### src/rtl/soc_pkg.sv
// Shared LED-mode encoding and the LED pattern helper used by the PC phase tracker.
package soc_pkg;

    typedef enum logic [1:0] {
        ONEHOT = 2'd0,
        THERMO = 2'd1,
        FREEZE = 2'd2
    } led_mode_e;

    // Bit idx of an n-wide LED bank showing phase p; phase 0 lights the MSB.
    function automatic logic led_bit(input int n, input int p, input int idx, input logic thermo);
        logic on;
        on = 1'b0;
        if (idx < n) begin
            if (thermo) begin
                on = (idx >= n - 1 - p);
            end else begin
                on = (idx == n - 1 - p);
            end
        end
        return on;
    endfunction

endpackage

### src/rtl/phase_filter.sv
// Dwell filter: a new phase is committed only after DWELL consecutive enabled samples agree.
module phase_filter
    import soc_pkg::*;
#(
    parameter int PW    = 4,
    parameter int DWELL = 4
) (
    input  logic          clock,
    input  logic          reset,
    input  logic          pc_en,
    input  logic [PW-1:0] raw,
    input  logic [PW-1:0] phase,
    output logic          commit,
    output logic [PW-1:0] cand
);

    localparam int DW = (DWELL < 2) ? 1 : $clog2(DWELL + 1);

    logic [PW-1:0] cand_q;
    logic [DW-1:0] dwell_q;
    logic [DW-1:0] dwell_d;
    logic [DW-1:0] run_len;

    // cand exposes the candidate as updated by this sample, so a DWELL=1 commit
    // can hand the top the new phase without waiting for cand_q.
    always_comb begin
        cand    = cand_q;
        dwell_d = dwell_q;
        run_len = '0;
        commit  = 1'b0;
        if (pc_en) begin
            if (raw == phase) begin
                dwell_d = '0;
            end else begin
                cand    = raw;
                run_len = (raw == cand_q) ? dwell_q + 1'b1 : DW'(1);
                if (run_len == DW'(DWELL)) begin
                    commit  = 1'b1;
                    dwell_d = '0;
                end else begin
                    dwell_d = run_len;
                end
            end
        end
    end

    always_ff @(posedge clock) begin
        if (reset) begin
            cand_q  <= '0;
            dwell_q <= '0;
        end else begin
            cand_q  <= cand;
            dwell_q <= dwell_d;
        end
    end

endmodule

### src/rtl/pc_phase_tracker.sv
// Classifies the core fetch address into program phases, filters short excursions,
// and keeps per-phase cycle counters, a lap counter and the LED bank drive.
module pc_phase_tracker
    import soc_pkg::*;
#(
    parameter int WIDTH      = 32,
    parameter int NUM_PHASES = 10,
    parameter logic [NUM_PHASES-2:0][WIDTH-1:0] BOUNDS = {
        32'd2473, 32'd2411, 32'd2371, 32'd2179, 32'd2101,
        32'd2015, 32'd2005, 32'd1882, 32'd1870
    },
    parameter int DWELL      = 4,
    parameter int CNT_W      = 32
) (
    input  logic                          clock,
    input  logic                          reset,
    input  logic                          pc_en,
    input  logic [WIDTH-1:0]              programaddress,
    input  logic [1:0]                    mode,
    input  logic [$clog2(NUM_PHASES)-1:0] sel,
    output logic [NUM_PHASES-1:0]         led,
    output logic [$clog2(NUM_PHASES)-1:0] phase,
    output logic                          phase_strobe,
    output logic [CNT_W-1:0]              cycles,
    output logic [15:0]                   laps
);

    localparam int PW = $clog2(NUM_PHASES);

    logic [PW-1:0]         raw;
    logic [PW-1:0]         phase_q;
    logic [PW-1:0]         cand;
    logic                  commit;
    logic                  strobe_q;
    logic [15:0]           laps_q;
    logic [CNT_W-1:0]      cycles_q;
    logic [CNT_W-1:0]      cycles_d;
    logic [NUM_PHASES-1:0] led_q;
    logic [NUM_PHASES-1:0] led_d;
    logic [CNT_W-1:0]      counters [NUM_PHASES];

    // Word bounds are scaled to byte addresses; raw is the number of bounds passed.
    always_comb begin
        raw = '0;
        for (int i = 0; i < NUM_PHASES - 1; i++) begin
            if (programaddress >= (BOUNDS[i] << 2)) begin
                raw = raw + 1'b1;
            end
        end
    end

    phase_filter #(
        .PW    (PW),
        .DWELL (DWELL)
    ) u_filter (
        .clock  (clock),
        .reset  (reset),
        .pc_en  (pc_en),
        .raw    (raw),
        .phase  (phase_q),
        .commit (commit),
        .cand   (cand)
    );

    always_comb begin
        cycles_d = '0;
        for (int p = 0; p < NUM_PHASES; p++) begin
            if (sel == PW'(p)) begin
                cycles_d = counters[p];
            end
        end
    end

    // Freeze keeps the last picture; reserved mode 3 falls through to one-hot.
    always_comb begin
        led_d = led_q;
        if (mode != FREEZE) begin
            for (int i = 0; i < NUM_PHASES; i++) begin
                led_d[i] = led_bit(NUM_PHASES, int'(phase_q), i, mode == THERMO);
            end
        end
    end

    // Counters charge the phase held before any commit on the same sample.
    always_ff @(posedge clock) begin
        if (reset) begin
            phase_q  <= '0;
            strobe_q <= 1'b0;
            laps_q   <= '0;
            cycles_q <= '0;
            led_q    <= {1'b1, {(NUM_PHASES-1){1'b0}}};
            for (int p = 0; p < NUM_PHASES; p++) begin
                counters[p] <= '0;
            end
        end else begin
            strobe_q <= commit;
            cycles_q <= cycles_d;
            led_q    <= led_d;
            for (int p = 0; p < NUM_PHASES; p++) begin
                if (pc_en && (phase_q == PW'(p)) && (counters[p] != {CNT_W{1'b1}})) begin
                    counters[p] <= counters[p] + 1'b1;
                end
            end
            if (commit) begin
                phase_q <= cand;
                if ((cand < phase_q) && (laps_q != 16'hFFFF)) begin
                    laps_q <= laps_q + 16'd1;
                end
            end
        end
    end

    assign phase        = phase_q;
    assign phase_strobe = strobe_q;
    assign cycles       = cycles_q;
    assign laps         = laps_q;
    assign led          = led_q;

endmodule

### config.mk
export PLATFORM = sky130hd
export DESIGN_NAME = pc_phase_tracker
export DESIGN_NICKNAME = d
export VERILOG_FILES = /design/src/rtl/soc_pkg.sv /design/src/rtl/phase_filter.sv /design/src/rtl/pc_phase_tracker.sv
export SDC_FILE = /design/constraint.sdc
export NUM_CORES = 1
export LEC_CHECK = 0
export ABC_CLOCK_PERIOD_IN_PS = 8200
export CAP_MARGIN = 20
export CORE_AREA = 2 2 277 279
export DETAILED_ROUTE_END_ITERATION = 10
export DIE_AREA = 0 0 279 281
export GPL_ROUTABILITY_DRIVEN = 0
export HOLD_SLACK_MARGIN = 0.1
export PLACE_DENSITY = 0.44
export SYNTH_ARGS = -nofsm -noshare
export SYNTH_HDL_FRONTEND = slang
export SYNTH_SLANG_ARGS = --single-unit
### constraint.sdc
create_clock -name clock -period 8.2 [get_ports clock]
set_clock_uncertainty 0.05 [all_clocks]
set_input_delay 0.82 -clock clock [delete_from_list [all_inputs] [get_ports clock]]
set_output_delay 0.82 -clock clock [all_outputs]
set_load 0.05 [all_outputs]
==> metrics.cfg, run 1 <==
[clock_network]
clkTransAtPathRegs_ps=60
clock_path_buffers=3
cts_made_buffers=48
insertion_delay_ps=610
htreeDepth=2
cts_tree=done
cts_root_buf=clkbuf_16
clock-sinks=390

[sta]
finalWorstPathRequiredPeriod_ps=7830
finalMaxSlewViolations=0
setup_ws_ps=370
relSlewSlack_pct=32.9
hold_violations=0
worst_pin_slew_ps=1010
setup_viol=0
period_share_pct=95.5
clock.fmax_mhz=128

[worst_setup_path]
r2r_cells=11
critPathArrivalTime_ps=8310
critPathMostFrequentCell=ha_4
cpMaxStageDelayCell=or4_4
setup.worst_path.end_class=flop
cp-start-kind=input pin
r2r-end=laps[4]
cp.required_ps=8680
crit_path_max_fanout=7
r2r_start=phase[0]
path_class=in -> reg
cpPeakStageDelay_ps=560
rrSetupSlack_ps=4200

[routing]
ant_nets=0
num_vias=17895
wl_per_cell_um=19.4
dr.first_iter.drc_count=1532
first_pass_iters=6
wl_mm=67.2
vias_per_cell=5.15
drcViolationCount=0

[layout]
final_util_pct=35.9
antenna_cells=0
fin_area_sq_um=27100
area_growth_pct=20.9
layout-drive-gt1-share_pct=10.2
final_nets=2527
final_cells=3474

[logic_synthesis]
synth_flop_cell=edfxtp_1
synth_edf_count=320
syn_area_per_cell_sq_um=9.67
ys_seq_area_share_pct=49.2
synth_warnings=0
ys_seq_elements=390
synthCells=2314
synthTopCellsByArea=edfxtp_1, xor2_1, nor2_1, dfxtp_1, xnor2_1
synth_area_sq_um=22400
synth.distinct_cells=76
async_flop_share_pct=0
yosysTopAreaCell=edfxtp_1
syn-num-nets=2384
yosys.area.top_type_share_pct=42.9

[floorplan]
dieArea_sq_um=78400
initial_core_util_pct=29.7
die_h_um=281
chipWidth_um=279
ios=104
core_sq_um=75400
rows=101

[placement]
dp_slack_ps=-628
place_inst=3369
dpl.hpwl_mm=47.6
io_buffers=101
dpl_cell_area_sq_um=24900

[global_route]
antenna_found_initial=0
grt_use_total_pct=16.8
grt_pass1_wl_mm=103
overflow=0
grt_max_degree=58
grt_pass1_vias=17367

[flow_run]
drv_cap=0

[pwr]
vdd_drop_max_mv=0.129
power_density_nw_per_um2=180
leakagePower_nw=9.00

[min_path]
hold_class=reg -> reg
hp-start=led[5]
min_to=led[5]
worstHoldPathCells=2

[run_status]
run_status=finished clean

## cells by family after synthesis
kind of cell               count (synthesis)  synth area share, %
DFF                                      390                 49.2
AOI/OAI and AO/OA                        330                 10.3
adders and majority gates                 29                 1.62
muxes                                     11                0.570
xor gates and xnor gates                 326                 13.1
and+or+nand+nor                         1080                 22.7
buffers and inverters                    148                 2.53
## cell type report
class / instances / area (sq um)
clock buffer: 73 / 1480
clock inverter: 16 / 164
fill: 7599 / 48400
inverter: 41 / 155
multi-input combinational: 1776 / 11100
sequential: 390 / 11000
tap: 978 / 1220
timing repair buffer: 200 / 1870
## worst max-delay path: cells and delay by family
family | cells | cell delay (ps)
simple gates | 14 | 2650
buf+inv | 2 | 330
compound gates | 7 | 1360
mux | 3 | 820
fa+ha+maj | 8 | 1920
xor+xnor | 2 | 390
## per-stage QoR
step                total power [mW]  hold WS [ps]  setup TNS [ps]
global route                    5.01           448           -5.52
floorplan                       2.50           391               0
finish                          4.86           431               0
global placement                2.66           402           -7820
detailed placement              2.66           429           -9530
CTS                             4.91           438               0
## worst max path at each step
stage                        from  endpoint  slack (ps)
6_report       programaddress[27]   laps[4]         370
5_1_grt        programaddress[27]  laps[15]          -6
4_1_cts        programaddress[22]   laps[3]          20
3_5_place_dp   programaddress[22]   laps[3]        -630
3_3_place_gp   programaddress[22]   laps[5]        -510
2_1_floorplan  programaddress[22]  laps[10]           6
## per-layer routing
layer | vias to the layer above | routed length, um | track usage [%]
met1 | 8728 | 30300 | 22.3
met4 | 0 | 1840 | 4.99
met2 | 412 | 32100 | 28.3
li1 | 8665 | - | -
met5 | - | 0 | 0
met3 | 90 | 2950 | 2.24
## sequential cells by signal, indices dropped and copies added, names as in the netlist
signal / cells
phase_strobe: 1
led: 10
u_filter.cand_q: 4
u_filter.dwell_q: 3
laps: 16
phase: 4
cycles: 32
counters: 320
## synthesized netlist by cell type (4+ instances only)
cell type,count
nor2_1,443
edfxtp_1,320
xor2_1,211
nand2_1,202
nand3_1,159
xnor2_1,110
clkbuf_1,96
dfxtp_1,70
a21oi_1,68
and3_1,66
o21ai_0,60
nand4_1,52
a22oi_1,49
a222oi_1,40
inv_1,40
and4_1,29
ha_1,29
nor3_1,27
nand2b_1,20
o31ai_1,19
a31oi_1,16
a221oi_1,14
or2_2,13
or4_1,13
nor2b_1,12
or3_1,10
a211oi_1,9
and2_1,8
nor4_1,8
o211ai_1,7
a22o_1,6
mux2i_1,6
buf_1,5
a211o_1,4
buf_2,4
nand4b_1,4
o21bai_1,4
## where the power goes
group / internal, mW / leakage [nW] / switching [mW]
registers: 2.21 / 3.90 / 0.0873
logic: 0.120 / 4.29 / 0.202
clock network: 1.34 / 0.812 / 0.894
## cells in the final DEF (no fill, tap or decap), types with 10 or more instances in the layout
| master | count |
|---|---|
| nor2_1 | 438 |
| edfxtp_1 | 320 |
| xor2_1 | 211 |
| nand2_1 | 198 |
| nand3_1 | 157 |
| xnor2_1 | 109 |
| clkdlybuf4s50_1 | 96 |
| buf_4 | 91 |
| dfxtp_1 | 70 |
| and3_1 | 66 |
| a21oi_1 | 60 |
| clkbuf_16 | 57 |
| o21ai_0 | 55 |
| nand4_1 | 52 |
| a22oi_1 | 49 |
| a222oi_1 | 40 |
| inv_1 | 39 |
| and4_1 | 29 |
| nor3_1 | 24 |
| ha_1 | 21 |
| nand2b_1 | 20 |
| o31ai_1 | 17 |
| a31oi_1 | 16 |
| a221oi_1 | 14 |
| or2_2 | 13 |
| nor2b_1 | 12 |
| clkbuf_1 | 12 |
| or3_1 | 10 |
## what timing repair did
item | in CTS | in global routing
gates cloned | 0 | 4
hold buffers | 0 | 0
buffers inserted | 0 | 11
pin swaps | 0 | 50
resized for setup | 1 | 65
setup endpoints to repair | 12 | 16
No activity file was read; power rests on OpenSTA's default activity.
==> run 2: changes to the inputs <==
--- a/config.mk
+++ b/config.mk
@@ -7,12 +7,12 @@
 export LEC_CHECK = 0
 export ABC_CLOCK_PERIOD_IN_PS = 8200
 export CAP_MARGIN = 20
-export CORE_AREA = 2 2 277 279
+export CORE_AREA = 2 2 205 207
 export DETAILED_ROUTE_END_ITERATION = 10
-export DIE_AREA = 0 0 279 281
+export DIE_AREA = 0 0 207 209
 export GPL_ROUTABILITY_DRIVEN = 0
 export HOLD_SLACK_MARGIN = 0.1
-export PLACE_DENSITY = 0.44
+export PLACE_DENSITY = 0.73
 export SYNTH_ARGS = -nofsm -noshare
 export SYNTH_HDL_FRONTEND = slang
 export SYNTH_SLANG_ARGS = --single-unit
==> run 2 against run 1 <==
  * Final cell count down 13%
  * Sequential share of layout area up 1.4 points
  * Register-to-register slack better by 20 ps
  * Maximum frequency down 0.85%
  * Utilization up 27 points
  * Critical path depth up 2
  * Sequential cell count unchanged
  * Die area down 45%
  * Non-clock buffer count down 4
  * Worst setup slack worse by 67 ps
==> metrics.cfg, run 2 (synthesized netlist as in run 1, its figures left out) <==
[placement]
io_buffers=101
dpl_cell_area_sq_um=24400
dpl.hpwl_mm=42.2

[sta]
finalWorstPathRequiredPeriod_ps=7900
relSlewSlack_pct=32.5
rsz0062_at_grt=false
setup_viol=0
period_share_pct=96.3
hold_violations=0
finalMaxSlewViolations=0
clock.fmax_mhz=127
worst_pin_slew_ps=1010
finalSetupTns_ps=0

[worst_setup_path]
cp.required_ps=8650
r2r-end=laps[11]
r2r_start=phase[0]
r2r_cells=11
cpMaxStageDelayCell=or4_4
critPathArrivalTime_ps=8350
crit_path_max_fanout=7
path_class=in -> reg
rrSetupSlack_ps=4220
cp-start-kind=input pin
cpPeakStageDelay_ps=520
setup.worst_path.end_class=flop

[floorplan]
initial_core_util_pct=54.2
rows=75
chipWidth_um=207
dieArea_sq_um=43300
core_sq_um=41300
die_h_um=209
ios=104

[clock_network]
cts_made_buffers=44
clock-sinks=390
clock_path_buffers=3
cts_root_buf=clkbuf_16
clkTransAtPathRegs_ps=60
cts_tree=done
insertion_delay_ps=590
ctsHoldBuffers=0
htreeDepth=2

[layout]
fin_area_sq_um=26100
final_common_cell=nor2_1
largest_reg_flops=320
final_cell_mix=nor2_1, edfxtp_1, xor2_1, nand2_1, nand3_1
final_nets=2519
final_util_pct=63.3
antenna_cells=0
area_growth_pct=16.8
largest_register=counters
layout-drive-gt1-share_pct=9.18

[routing]
wl_met2_mm=29.0
wl_met1_mm=25.1
wl_mm=60.8
vias_per_cell=6.15
drcViolationCount=0
wl_met3_mm=4.11
wl_per_cell_um=20.1
first_pass_iters=9
num_vias=18583
dr.first_iter.drc_count=2174
ant_nets=0
top_layer_used=met4

[flow_run]
drv_cap=0

[pwr]
vdd_drop_max_mv=0.161
leakagePower_nw=8.83
total_power_mw=4.51
power_density_nw_per_um2=172

[min_path]
hold_class=reg -> reg
hp-start=led[5]
min_to=led[5]
worstHoldPathCells=2

[global_route]
grt_max_degree=52
grt_pass1_wl_mm=96.9
antenna_found_initial=0
grt_use_total_pct=27.7
grt_pass1_vias=17961
overflow=0

[run_status]
run_status=finished clean

## run 2: cell types whose count changed in the layout (fill, tap and decap cells not counted), sizes merged
cell,delta
bufbuf,+1
clkbuf,-10
inv,+1
buf,-1
bufinv,-3
clkinv,+1
dlymetal6s2s,-1
## run 2: critical path, delay by kind of cell
| kind | cells | cell delay [ps] |
|---|---|---|
| adder cells (fa/ha/maj) | 8 | 1970 |
| AND/OR/NAND/NOR | 14 | 2610 |
| AO/OA/AOI/OAI | 9 | 1510 |
| buffers and inverters | 3 | 370 |
| multiplexers | 3 | 850 |
| XOR/XNOR | 1 | 210 |
## run 2: final cells by class
type | instances | area [sq um]
Fill cell | 3376 | 15100
Multi-Input combinational cell | 1776 | 11100
Sequential cell | 390 | 11000
Timing Repair Buffer | 196 | 1860
Clock buffer | 66 | 1260
Tap cell | 539 | 674
Inverter | 41 | 155
Clock inverter | 15 | 101
## run 2: report_power, final
group	switching, mW	internal (mW)	leakage [nW]
Sequential	0.0878	2.21	3.90
Combinational	0.199	0.121	4.26
Clock	0.821	1.06	0.668
Total	1.11	3.40	8.83
## run 2: worst max path at each step
stage / slack (ps) / cells after the start / from / to
2_1_floorplan: 6 / 36 / programaddress[22] / laps[10]
3_3_place_gp: -460 / 37 / programaddress[22] / laps[8]
3_5_place_dp: -810 / 37 / programaddress[22] / laps[8]
4_1_cts: 4 / 41 / programaddress[27] / laps[8]
5_1_grt: 20 / 41 / programaddress[20] / laps[12]
6_report: 300 / 38 / programaddress[20] / laps[11]
## run 2: what timing repair did
item | 4_1_cts | 5_1_grt
endpoints found under the hold margin | 0 | 0
resized for setup | 33 | 23
endpoints found under the setup margin | 15 | 16
buffers inserted | 6 | 6
gates cloned | 4 | 0
pin swaps | 18 | 26
## run 2: metrics by stage
step / worst slack, ps / std cells / hold slack (ps)
finish: 302 / 3023 / 415
floorplan: 6.41 / 2314 / 391
CTS: 4.36 / 3015 / 421
global route: 19.8 / 3023 / 441
detailed placement: -807 / 2924 / 412
global placement: -455 / 2921 / 400
## run 2: routing by layer
layer	up-vias	track usage [%]
met5	-	0
met4	0	13.7
met3	150	3.70
met2	801	45.1
met1	8987	36.7
li1	8645	-
==> run 3: changes to the inputs <==
--- a/config.mk
+++ b/config.mk
@@ -10,9 +10,9 @@
 export CORE_AREA = 2 2 205 207
 export DETAILED_ROUTE_END_ITERATION = 10
 export DIE_AREA = 0 0 207 209
-export GPL_ROUTABILITY_DRIVEN = 0
 export HOLD_SLACK_MARGIN = 0.1
 export PLACE_DENSITY = 0.73
+export SLEW_MARGIN = 15
 export SYNTH_ARGS = -nofsm -noshare
 export SYNTH_HDL_FRONTEND = slang
 export SYNTH_SLANG_ARGS = --single-unit
==> run 3 against run 2 <==
  * Clock-buffer cell count decreased by 13
  * Wire length grew 1.2%
  * Clock power grew 4%
  * Sequential share of layout area fell by 0.13 points
  * Via count grew 0.90%
  * Sequential cell count unchanged
  * First-iteration DRC count shrank 9.6%
  * Worst setup slack worse by 59 ps
  * Critical path type unchanged
  * Critical endpoint is now laps[2]
  * Largest cell class unchanged
==> metrics.cfg, run 3 (synthesized netlist as in run 1, its figures left out) <==
[pwr]
pwr-share-comb_pct=7.0
total_power_mw=4.58
vdd_drop_max_mv=0.144
power_density_nw_per_um2=175
leakagePower_nw=8.87
power_frac_seq_pct=50.2
internal_power_mw=3.46
p_sw_mw=1.12
clockPowerShare_pct=42.8
swShare_pct=24.4

[worst_setup_path]
path_class=in -> reg
r2r_cells=11
cp.required_ps=8640
cpPeakStageDelay_ps=530
crit_path_max_fanout=8
setup.worst_path.end_class=flop
r2r-end=laps[2]
r2r_start=phase[0]
rrSetupSlack_ps=4200
critPathArrivalTime_ps=8390
cp-start-kind=input pin
cpMaxStageDelayCell=or4_4

[sta]
hold_violations=0
worst_pin_slew_ps=1030
whs_ps=417
relSlewSlack_pct=31.1
setup_viol=0
finalMaxSlewViolations=0
period_share_pct=97.0
finalWorstPathRequiredPeriod_ps=7960
clock.fmax_mhz=126

[clock_network]
htreeDepth=2
ctsHoldBuffers=0
clkTransAtPathRegs_ps=50
clock-sinks=390
cts_made_buffers=44
insertion_delay_ps=580
clock_path_buffers=3
cts_root_buf=clkbuf_16
cts_tree=done

[min_path]
worstHoldPathCells=2
min_to=led[5]
hold_class=reg -> reg
hp-start=led[5]

[routing]
wl_mm=61.5
dr.first_iter.drc_count=1966
wl_met3_mm=4.24
vias_per_cell=6.20
wl_met1_mm=25.2
wl_per_cell_um=20.3
ant_nets=0
first_pass_iters=9
drcViolationCount=0
top_layer_used=met4
wl_met2_mm=29.6
num_vias=18751

[floorplan]
dieArea_sq_um=43300
initial_core_util_pct=54.2
ios=104
core_sq_um=41300
die_h_um=209
chipWidth_um=207
rows=75

[placement]
gp_congestion=0.900
io_buffers=101
dpl.hpwl_mm=42.1
dpl_cell_area_sq_um=24300
place_inst=2924

[flow_run]
drv_cap=0

[global_route]
grt_pass1_vias=17984
grt_use_total_pct=27.8
overflow=0
antenna_found_initial=1
grt_pass1_wl_mm=97.8
grt_max_degree=52

[layout]
final_common_cell=nor2_1
final_cell_mix=nor2_1, edfxtp_1, xor2_1, nand2_1, nand3_1
area_growth_pct=17.2
layout-drive-gt1-share_pct=9.74
final_cells=3025
final_nets=2520
fin_area_sq_um=26200
largest_reg_flops=320
largest_register=counters

[run_status]
run_status=finished clean

run 3: stage by stage:
stage,utilization (%),setup TNS [ps],worst slack (ps)
2_1_floorplan,-,0,6.41
3_3_place_gp,58.9,-6810,-455
3_5_place_dp,59.0,-11310,-785
4_1_cts,63.0,0,18.6
5_1_grt,63.5,-1280,-144
6_report,63.5,0,244
run 3: area by class of cell:
class                      count  area, sq um
tap                          539          674
multi-input combinational   1776        11100
sequential                   390        11000
inverter                      41          155
timing repair buffer         197         1850
fill                        3339        15100
antenna                        1         2.50
clock inverter                28          223
clock buffer                  53         1190
run 3: repair_timing:
action / 4_1_cts / 5_1_grt
pin swaps: 20 / 26
setup buffers: 8 / 6
setup endpoints to repair: 15 / 16
gates resized for setup: 34 / 29
gates cloned: 4 / 0
run 3: worst max path at each step:
stage	start	end	depth (start not counted)
after floorplan	programaddress[22]	laps[10]	36
after global placement	programaddress[22]	laps[8]	37
after detailed placement	programaddress[22]	laps[8]	37
after CTS	programaddress[27]	laps[8]	38
after global routing	programaddress[22]	laps[8]	41
final	programaddress[22]	laps[2]	36
run 3: critical path: cells and delay by family:
family	cells	cell delay [ps]
and+or+nand+nor	12	2500
muxes	3	850
adders and majority gates	7	1730
xor gates and xnor gates	1	230
AOI/OAI and AO/OA	10	1860
buffers and inverters	3	370
run 3: power by group through the flow:
stage / Combinational, mW / Sequential [mW] / Clock, mW
after floorplan: 0.154 / 2.35 / 0
after global placement: 0.302 / 2.34 / 0
after detailed placement: 0.306 / 2.34 / 0
after CTS: 0.317 / 2.30 / 1.98
after global routing: 0.343 / 2.31 / 2.05
final: 0.321 / 2.30 / 1.96
run 3: layer usage:
layer	GRT usage, %	up-vias
met4	11.5	0
li1	-	8661
met2	46.7	866
met5	0	-
met3	3.70	140
met1	36.6	9084
